File: src/rtl/uart_tx_param_if.sv
// Payload handshake between a producer and the UART transmitter.
// Valid/DataIN come from the producer; Ready comes back from the transmitter.
interface uart_tx_param_if #(
    parameter int DATA_BITS = 8
);
    logic                 Valid;
    logic [DATA_BITS-1:0] DataIN;
    logic                 Ready;

    modport master (output Valid, output DataIN, input Ready);
    modport slave  (input Valid, input DataIN, output Ready);
endinterface

File: src/rtl/uart_tx_param.sv
// Parameterised UART transmitter. A one-entry holding register feeds a
// BaudTick-paced frame FSM: start, payload, optional parity, then stop bits.
module uart_tx_param #(
    parameter int DATA_BITS   = 8,
    parameter int PARITY_MODE = 0,
    parameter int STOP_BITS   = 1,
    parameter int MSB_FIRST   = 0
) (
    input  logic           CLK,
    input  logic           Reset,
    input  logic           BaudTick,
    uart_tx_param_if.slave bus,
    output logic           tx,
    output logic           Busy,
    output logic           Done
);

    if (DATA_BITS < 5 || DATA_BITS > 9) begin : g_badDataBits
        $error("uart_tx_param: DATA_BITS must be in 5..9");
    end
    if (PARITY_MODE < 0 || PARITY_MODE > 2) begin : g_badParityMode
        $error("uart_tx_param: PARITY_MODE must be 0, 1 or 2");
    end
    if (STOP_BITS < 1 || STOP_BITS > 2) begin : g_badStopBits
        $error("uart_tx_param: STOP_BITS must be 1 or 2");
    end
    if (MSB_FIRST < 0 || MSB_FIRST > 1) begin : g_badMsbFirst
        $error("uart_tx_param: MSB_FIRST must be 0 or 1");
    end

    typedef enum logic [2:0] {IDLE, START, DATA, PARITY, STOP} state_t;

    state_t               r_state;
    state_t               w_nextState;
    logic [DATA_BITS-1:0] r_hold;
    logic                 r_holdFull;
    logic [DATA_BITS-1:0] r_shift;
    logic [DATA_BITS-1:0] w_nextShift;
    logic                 r_parity;
    logic                 w_nextParity;
    logic [3:0]           r_bitCnt;
    logic [3:0]           w_nextBitCnt;
    logic [1:0]           r_stopCnt;
    logic [1:0]           w_nextStopCnt;
    logic                 r_tx;
    logic                 w_nextTx;
    logic                 r_done;
    logic                 w_nextDone;
    logic                 w_accept;
    logic                 w_drain;
    logic                 w_serialBit;
    logic [DATA_BITS-1:0] w_shifted;
    logic                 w_holdParity;

    assign w_accept     = bus.Valid && !r_holdFull;
    assign w_serialBit  = (MSB_FIRST != 0) ? r_shift[DATA_BITS-1] : r_shift[0];
    assign w_shifted    = (MSB_FIRST != 0) ? (r_shift << 1) : (r_shift >> 1);
    // Parity is fixed at load time because the shift register is consumed bit by bit.
    assign w_holdParity = (^r_hold) ^ (PARITY_MODE == 2);

    assign bus.Ready = !r_holdFull;
    assign Busy      = (r_state != IDLE);
    assign tx        = r_tx;
    assign Done      = r_done;

    always_ff @(posedge CLK or negedge Reset) begin
        if (!Reset) begin
            r_hold     <= '0;
            r_holdFull <= 1'b0;
        end else if (w_accept) begin
            r_hold     <= bus.DataIN;
            r_holdFull <= 1'b1;
        end else if (w_drain) begin
            r_holdFull <= 1'b0;
        end
    end

    always_ff @(posedge CLK or negedge Reset) begin
        if (!Reset) begin
            r_state   <= IDLE;
            r_shift   <= '0;
            r_parity  <= 1'b0;
            r_bitCnt  <= 4'd0;
            r_stopCnt <= 2'd0;
            r_tx      <= 1'b1;
            r_done    <= 1'b0;
        end else begin
            r_state   <= w_nextState;
            r_shift   <= w_nextShift;
            r_parity  <= w_nextParity;
            r_bitCnt  <= w_nextBitCnt;
            r_stopCnt <= w_nextStopCnt;
            r_tx      <= w_nextTx;
            r_done    <= w_nextDone;
        end
    end

    always_comb begin
        w_nextState   = r_state;
        w_nextShift   = r_shift;
        w_nextParity  = r_parity;
        w_nextBitCnt  = r_bitCnt;
        w_nextStopCnt = r_stopCnt;
        w_nextTx      = r_tx;
        w_nextDone    = 1'b0;
        w_drain       = 1'b0;
        if (BaudTick) begin
            case (r_state)
                IDLE: begin
                    if (r_holdFull) begin
                        w_nextTx     = 1'b0;
                        w_nextShift  = r_hold;
                        w_nextParity = w_holdParity;
                        w_drain      = 1'b1;
                        w_nextState  = START;
                    end
                end
                START: begin
                    w_nextTx     = w_serialBit;
                    w_nextShift  = w_shifted;
                    w_nextBitCnt = 4'd1;
                    w_nextState  = DATA;
                end
                DATA: begin
                    if (r_bitCnt == 4'(DATA_BITS)) begin
                        if (PARITY_MODE != 0) begin
                            w_nextTx    = r_parity;
                            w_nextState = PARITY;
                        end else begin
                            w_nextTx      = 1'b1;
                            w_nextStopCnt = 2'd1;
                            w_nextState   = STOP;
                        end
                    end else begin
                        w_nextTx     = w_serialBit;
                        w_nextShift  = w_shifted;
                        w_nextBitCnt = r_bitCnt + 4'd1;
                    end
                end
                PARITY: begin
                    w_nextTx      = 1'b1;
                    w_nextStopCnt = 2'd1;
                    w_nextState   = STOP;
                end
                STOP: begin
                    if (r_stopCnt == 2'(STOP_BITS)) begin
                        w_nextDone    = 1'b1;
                        w_nextBitCnt  = 4'd0;
                        w_nextStopCnt = 2'd0;
                        // A waiting payload starts immediately, with no idle interval.
                        if (r_holdFull) begin
                            w_nextTx     = 1'b0;
                            w_nextShift  = r_hold;
                            w_nextParity = w_holdParity;
                            w_drain      = 1'b1;
                            w_nextState  = START;
                        end else begin
                            w_nextTx    = 1'b1;
                            w_nextState = IDLE;
                        end
                    end else begin
                        w_nextStopCnt = r_stopCnt + 2'd1;
                    end
                end
                default: begin
                    w_nextTx    = 1'b1;
                    w_nextState = IDLE;
                end
            endcase
        end
    end

endmodule

File: src/flat_wrapper.sv
// flat-port wrapper written by rule: the top's interface ports become plain ports
module uart_tx_param_flat 
#(
    parameter int DATA_BITS   = 8,
    parameter int PARITY_MODE = 0,
    parameter int STOP_BITS   = 1,
    parameter int MSB_FIRST   = 0
)
  (CLK, Reset, BaudTick, tx, Busy, Done, bus_Valid, bus_DataIN, bus_Ready);
  uart_tx_param_if #(.DATA_BITS(DATA_BITS)) bus_i ();
  input  logic CLK;
  input  logic Reset;
  input  logic BaudTick;
  output logic tx;
  output logic Busy;
  output logic Done;
  input wire logic [$bits(bus_i.Valid)-1:0] bus_Valid;
  input wire logic [$bits(bus_i.DataIN)-1:0] bus_DataIN;
  output wire logic [$bits(bus_i.Ready)-1:0] bus_Ready;
  assign bus_i.Valid = bus_Valid;
  assign bus_i.DataIN = bus_DataIN;
  assign bus_Ready = bus_i.Ready;
  uart_tx_param #(.DATA_BITS(DATA_BITS), .PARITY_MODE(PARITY_MODE), .STOP_BITS(STOP_BITS), .MSB_FIRST(MSB_FIRST)) u_core (.CLK(CLK), .Reset(Reset), .BaudTick(BaudTick), .bus(bus_i), .tx(tx), .Busy(Busy), .Done(Done));
endmodule
File: config.mk
export PLATFORM = sky130hd
export DESIGN_NAME = uart_tx_param_flat
export DESIGN_NICKNAME = d
export VERILOG_FILES = /design/src/rtl/uart_tx_param_if.sv /design/src/rtl/uart_tx_param.sv /design/src/flat_wrapper.sv
export SDC_FILE = /design/constraint.sdc
export NUM_CORES = 1
export LEC_CHECK = 0
export ABC_AREA = 1
export CELL_PAD_IN_SITES_DETAIL_PLACEMENT = 2
export CELL_PAD_IN_SITES_GLOBAL_PLACEMENT = 2
export CORE_MARGIN = 2
export CORE_UTILIZATION = 30
export CTS_CLUSTER_SIZE = 20
export DETAILED_ROUTE_END_ITERATION = 12
export GPL_TIMING_DRIVEN = 0
export HOLD_SLACK_MARGIN = 0.05
export PLACE_DENSITY_LB_ADDON = 0.05
export SLEW_MARGIN = 20
export SYNTH_ARGS = -nofsm -noshare
export SYNTH_HDL_FRONTEND = slang
export SYNTH_SLANG_ARGS = --single-unit
File: constraint.sdc
create_clock -name CLK -period 1.8 [get_ports CLK]
set_input_delay 0.36 -clock CLK [delete_from_list [all_inputs] [get_ports CLK]]
set_output_delay 0.36 -clock CLK [all_outputs]
set_load 0.02 [all_outputs]
==> results of run 1 <==
==> cells in the final DEF (no fill, tap or decap), drive strengths merged <==
cell type,count
o21ai,3
nand3,25
nand2,71
clkdlybuf4s15,1
dlymetal6s2s,2
a21oi,2
clkbuf,3
dfstp,1
bufinv,1
buf,3
clkdlybuf4s50,11
inv,12
nor3,1
clkinv,1
ha,2
mux2,7
nand3b,5
xnor2,1
nor2,16
dfrtp,27
==> power by group <==
part	switching (uW)	leakage, uW	internal (uW)
registers	213	0.000345	903
logic	875	0.000527	537
clock network	204	0.0000357	298
==> metrics by stage <==
step	hold WS, ns	utilization	power, uW	cells	setup slack (ns)
floorplan	0.0644	-	2120	176	0.476
global placement	0.455	0.363	2490	258	-0.110
detailed placement	0.433	0.362	2580	258	0.0248
CTS	0.117	0.378	3100	262	0.00331
global route	0.128	0.380	3360	262	0.0158
finish	0.0991	0.380	3030	262	0.0747
==> logic make-up after synthesis <==
family | Yosys count | synth area share
adders and majority gates | 2 | 0.0168
and+or+nand+nor | 118 | 0.391
DFF | 28 | 0.470
xor gates and xnor gates | 1 | 0.00587
buffers and inverters | 15 | 0.0469
AOI/OAI and AO/OA | 5 | 0.0168
muxes | 7 | 0.0528
==> worst max-delay path by stage <==
stage                        from                 to  slack, ns  cells past startpoint
5_1_grt         u_core.r_state[1]               Busy       0.02                      3
3_5_place_dp    u_core.r_state[0]               Busy       0.02                      3
6_report        u_core.r_state[1]               Busy       0.07                      3
3_3_place_gp                Reset  u_core.r_shift[6]      -0.11                      1
4_1_cts         u_core.r_state[0]               Busy      0.003                      3
2_1_floorplan  u_core.r_bitCnt[0]  u_core.r_shift[2]       0.48                      8
==> synthesized netlist by cell type <==
library cell | n | area (um^2)
nand2_1 | 65 | 244
dfrtp_1 | 27 | 676
nand3_1 | 23 | 115
nor2_1 | 12 | 45.0
inv_1 | 10 | 37.5
mux2_2 | 7 | 78.8
nand3b_1 | 4 | 30.0
nand2_2 | 3 | 18.8
nand2_4 | 3 | 33.8
a21oi_1 | 2 | 10.0
ha_1 | 2 | 25.0
inv_2 | 2 | 7.51
nor2_2 | 2 | 12.5
o21ai_0 | 2 | 10.0
buf_2 | 1 | 5.00
buf_6 | 1 | 11.3
clkinv_4 | 1 | 8.76
dfstp_2 | 1 | 26.3
nand3_2 | 1 | 10.0
nand3_4 | 1 | 17.5
nand3b_4 | 1 | 20.0
nor2_4 | 1 | 11.3
nor2_8 | 1 | 20.0
nor3_1 | 1 | 5.00
o21ai_1 | 1 | 5.00
xnor2_1 | 1 | 8.76
==> layout make-up <==
class                           count  area share
Multi-Input combinational cell    133       0.402
Inverter                           13      0.0298
Sequential cell                    28       0.390
Tap cell                           67      0.0464
Buffer                              2     0.00901
Clock buffer                        3      0.0229
Clock inverter                      1      0.0166
Timing Repair Buffer               15      0.0832
==> per-layer routing <==
metal / GRT usage / part of all wire
met3: 0.0203 / 0.020
met2: 0.279 / 0.53
met1: 0.190 / 0.44
met5: 0 / 0
met4: 0.0476 / 0.014
==> registers in the layout, indices dropped and copies added, names as in the netlist <==
name / cells
u_core.Done: 1
u_core.tx: 1
u_core.r_bitCnt: 4
u_core.r_stopCnt: 2
u_core.r_shift: 8
u_core.r_state: 3
u_core.r_hold: 8
u_core.r_holdFull: 1
==> timing repair <==
item                       CTS  global route
pin swaps                    0             1
setup endpoints to repair    1             3
resized for setup            2             5
setup buffers                0             0
==> qor.csv, run 1 <==
stage,metric,value,unit
cells_and_area,Reg area,704,um^2
drt,average wire per standard cell,13.9,um
worst_setup_path,"slowest stage cell, crit path",dfrtp_2,
cells_and_area,fin area,0.00181,mm^2
placement,# port buffers,15,
worst_setup_path,Critical Path Max Stage Delay,0.47,ns
pwr,maximum vdd drop,631,uV
clock_network,CTS Hold Bufs,0,
synthesis,sequential area share after synthesis,0.470,
clock_network,Root Driver,clkbuf_8,
die,total die area,0.00556,mm^2
pwr,Leak Pwr,0.000907,uW
drt,Vias per Instance,4.66,
run,max-cap viol count,0,
sta,total negative setup slack,0,ns
worst_setup_path,Worst R2R End,u_core.r_shift[0],
clock_network,clk_lat worst skew,0.28,ns
die,Starting Density,0.314,
grt,vias in the first global route,1370,
clock_network,Worst-path clk slew,0.10,ns
synthesis,Synth Cell Area,0.00149,mm^2
cells_and_area,nets,210,
cells_and_area,# diodes,0,
drt,1st-iter DRT viols,48,
sta,Max-slew headroom,0.562,
worst_setup_path,CP Class,register to primary output,
worst_setup_path,cells along the critical path,nor2_4 -> nand2_1 -> clkdlybuf4s15_1,
drt,DR pass1 iterations,4,
grt,largest net degree at the start of global routing,29,
die,Die Y,74.5,um
synthesis,syn avg cell area,8.48,um^2
cells_and_area,area grow syn2layout,21.0,%
grt,initial antenna violation count,0,
sta,Final Hold Fails,0,
cells_and_area,area occupied by multi-input gates,726,um^2
clock_network,TritonCTS clock tree,done,
worst_setup_path,CP Capture Type,primary output,
sta,unrepaired setup endpoints after global routing,no,
clock_network,total CTS buffers,3,
drt,Final ANT Viol Nets,0,
worst_setup_path,Worst Reg-to-Reg Cells,8,
pwr,PD cells,1680,mW/mm^2
grt,first-pass GRT wire length,6.41,mm
drt,total wire length,3.64,mm
synthesis,Synth Register Bits,28,
sta,Max Slew Vio Count,0,
sta,final setup fails,0,
cells_and_area,share of cells above drive strength 1,0.169,
grt,remaining global-route overflow,0,
die,die width,74.5,um
clock_network,Sink Count,28,
sta,Final min period,1.73,ns
worst_hold_path,worst min-delay path class,input pin to asynchronous set/reset pin,
sta,Max Clk Rate,580,MHz
synthesis,Post-Syn Instances,176,
worst_setup_path,Worst Path Buf+Inv,1,
clock_network,H-tree depth,1,
die,IO Pins,16,
grt,GRT Resource Usage Total,0.154,
worst_setup_path,Worst Path Arrival,1.37,ns
drt,drt drc,0,
sta,clock skew,0.00278,ns
sta,final period utilization,0.959,
run_status,status,completed,
worst_setup_path,reg2reg start,u_core.r_state[2],
worst_setup_path,R2R setup slack,0.30,ns
die,Rows,25,
worst_setup_path,worst-path fanout max,6,
worst_setup_path,Worst path top cell family by delay,flip-flops,
die,CORE AREA,0.00475,mm^2
synthesis,Yosys warnings,0,
placement,RePlAce Congestion,0.737,
worst_setup_path,Critical Path Source Type,register,
clock_network,CTS max path bufs,2,
synthesis,Synth cell types,26,
worst_setup_path,worst endpoint required time,1.44,ns
placement,HPWL after detailed placement,2.85,mm
cells_and_area,Filler cells,543,
sta,worst slew pin tran,0.658,ns
placement,placed inst area,0.00172,mm^2
drt,vias,1221,
synthesis,syn_nets,190,
Note: power is estimated with default switching activity, not from simulation.
==> run 2, diff against run 1 <==
- REMOVE_ABC_BUFFERS: not set -> 1
==> run 2 against run 1 <==
Compared with the run above: clock power hardly changed; via count about the same; critical path type unchanged; register-to-register slack worse by 0.17 ns; global-route usage is 0.83 points higher; non-clock buffer count down 1; critical path depth unchanged; utilization is 0.21 points lower; maximum frequency increased by 0.29%; power rose by 0.64%; highest routed layer unchanged; flip-flop and latch count is the same.
==> qor.csv, run 2 (synthesized netlist as in run 1, its figures left out) <==
stage,metric,value,unit,change
sta,final hold slack,0.108,ns,was 0.0991 ns
clock_network,Worst-path clk slew,0.10,ns,about the same
worst_setup_path,CP Capture Type,primary output,,unchanged
die,die width,74.5,um,unchanged
clock_network,Root Driver,clkbuf_8,,unchanged
worst_setup_path,CP Class,register to primary output,,unchanged
drt,vias,1220,,was 1221
pwr,Flop pwr share,0.363,,was 0.368
placement,# port buffers,15,,unchanged
worst_setup_path,Worst R2R End,u_core.r_bitCnt[3],,was u_core.r_shift[0]
die,total die area,0.00556,mm^2,unchanged
worst_setup_path,worst endpoint required time,1.44,ns,about the same
worst_hold_path,worst min-delay path class,input pin to asynchronous set/reset pin,,unchanged
die,Rows,25,,unchanged
pwr,Leak Pwr,0.000903,uW,was 0.000907 uW
placement,RePlAce Congestion,0.700,,was 0.737
sta,unrepaired setup endpoints after global routing,no,,unchanged
pwr,combinational share of power,0.472,,was 0.466
sta,clock skew,0.00358,ns,was 0.00278 ns
grt,largest net degree at the start of global routing,29,,unchanged
clock_network,clk_lat worst skew,0.28,ns,about the same
placement,DP Cell Count,256,,was 258
clock_network,Sink Count,28,,unchanged
sta,Final min period,1.72,ns,was 1.73 ns
cells_and_area,final core utilization,0.378,,was 0.380
worst_setup_path,worst-path fanout max,6,,unchanged
pwr,Clk pwr share,0.165,,was 0.166
die,Starting Density,0.314,,unchanged
clock_network,H-tree depth,1,,unchanged
sta,final setup fails,0,,unchanged
worst_setup_path,crit path to,Busy,,unchanged
die,Die Y,74.5,um,unchanged
run,max-cap viol count,0,,unchanged
cells_and_area,"commonest non-fill, non-tap cells in the layout","65 x nand2_1, 25 x dfrtp_1, 23 x nand3_1",,unchanged
drt,average wire per standard cell,15.1,um,was 13.9 um
clock_network,TritonCTS clock tree,done,,unchanged
clock_network,total CTS buffers,3,,unchanged
cells_and_area,largest registers,"u_core.r_hold: 8 flops, u_core.r_shift: 8 flops, u_core.r_bitCnt: 4 flops",,unchanged
drt,Final ANT Viol Nets,0,,unchanged
worst_setup_path,reg2reg start,u_core.r_state[2],,unchanged
sta,Final Hold Fails,0,,unchanged
sta,Max Slew Vio Count,0,,unchanged
die,IO Pins,16,,unchanged
sta,worst slew pin tran,0.671,ns,was 0.658 ns
placement,HPWL after detailed placement,2.82,mm,was 2.85 mm
grt,GRT Resource Usage Total,0.163,,was 0.154
cells_and_area,nets,209,,was 210
run_status,status,completed,,unchanged
worst_setup_path,Worst Path Arrival,1.36,ns,was 1.37 ns
cells_and_area,post-route insts no fill,261,,was 262
grt,initial antenna violation count,0,,unchanged
cells_and_area,# diodes,0,,unchanged
cells_and_area,share of cells above drive strength 1,0.165,,was 0.169
pwr,Pwr Total,3050,uW,was 3030 uW
sta,Max-slew headroom,0.553,,was 0.562
drt,total wire length,3.95,mm,was 3.64 mm
pwr,Power Internal,1740,uW,about the same
drt,DR pass1 iterations,4,,unchanged
grt,vias in the first global route,1363,,was 1370
sta,Max Clk Rate,581,MHz,was 580 MHz
drt,drt drc,0,,unchanged
worst_setup_path,Critical Path Source Type,register,,unchanged
pwr,maximum vdd drop,503,uV,was 631 uV
pwr,PD cells,1700,mW/mm^2,was 1680 mW/mm^2
clock_network,CTS max path bufs,2,,unchanged
drt,1st-iter DRT viols,25,,was 48
worst_setup_path,R2R setup slack,0.13,ns,was 0.30 ns
cells_and_area,area grow syn2layout,20.3,%,was 21.0%
cells_and_area,"commonest non-fill, non-tap cell in the layout",nand2_1,,unchanged
die,CORE AREA,0.00475,mm^2,unchanged
drt,Vias per Instance,4.67,,was 4.66
sta,final period utilization,0.956,,was 0.959
worst_setup_path,CP Launch Point,u_core.r_state[2],,was u_core.r_state[1]
worst_setup_path,Worst Reg-to-Reg Cells,8,,unchanged
pwr,Sw Share,0.428,,was 0.426
pwr,net switching power,1310,uW,was 1290 uW
grt,first-pass GRT wire length,6.79,mm,was 6.41 mm
grt,remaining global-route overflow,0,,unchanged
## run 2: cell types whose count changed in the layout (fill, tap and decap cells not counted)
cell | before | now
buf_2 | 2 | 1
buf_4 | 0 | 1
buf_6 | 1 | 0
clkdlybuf4s15_1 | 1 | 0
dlygate4sd2_1 | 0 | 1
## run 2: final cells by class
type	count	area, um^2
Clock buffer	3	41.3
Clock inverter	1	30.0
Fill cell	557	2960
Inverter	13	53.8
Multi-Input combinational cell	133	726
Sequential cell	28	704
Tap cell	67	83.8
Timing Repair Buffer	16	156
## run 2: timing repair
action,CTS,global route
hold buffers,0,0
pin swaps,0,1
setup buffers,0,1
setup endpoints to repair,1,3
gates resized for setup,3,3
endpoints found under the hold margin,0,0
gates cloned,0,0
## run 2: power groups by stage
stage                     registers, uW  clock network [uW]  logic (uW)
after global placement             1090                   0        1400
after global routing               1150                 545        1660
after CTS                          1110                 528        1470
after floorplan                    1070                   0        1030
final                              1110                 505        1440
after detailed placement           1120                   0        1460
## run 2: critical path, cell delays in order, from the launching register on
cell	delay (ns)
dfrtp_1	0.45
inv_2	0.18
nand2_1	0.12
dlygate4sd2_1	0.34
## run 2: per-stage QoR
stage                     setup TNS, ns  cell area (um^2)  setup WS (ns)
final                                 0              1800         0.0798
after detailed placement              0              1710         0.0101
after floorplan                       0              1480          0.476
after CTS                             0              1780        0.00743
after global placement            -5.18              1710         -0.194
after global routing                  0              1800         0.0131
## run 2: worst min-delay path by stage
stage | start | end | depth (start not counted)
finish | Reset | u_core.Done | 1
global route | Reset | u_core.r_stopCnt[0] | 1
detailed placement | Reset | u_core.Done | 1
global placement | u_core.r_shift[4] | u_core.r_shift[4] | 2
CTS | Reset | u_core.r_hold[0] | 1
floorplan | Reset | u_core.Done | 0
## run 2: routing by layer
metal | GRT usage | vias up | routed length, um
met4 | 0.0417 | 0 | 38
li1 | - | 596 | -
met1 | 0.215 | 604 | 1830
met2 | 0.281 | 15 | 2010
met5 | 0 | - | 0
met3 | 0.0203 | 5 | 79
==> run 3, diff against run 2 <==
- REMOVE_ABC_BUFFERS: 1 -> not set
- TNS_END_PERCENT: not set -> 10
==> results of run 3 <==
Final layout, timing and power as in run 1 (identical DEF).
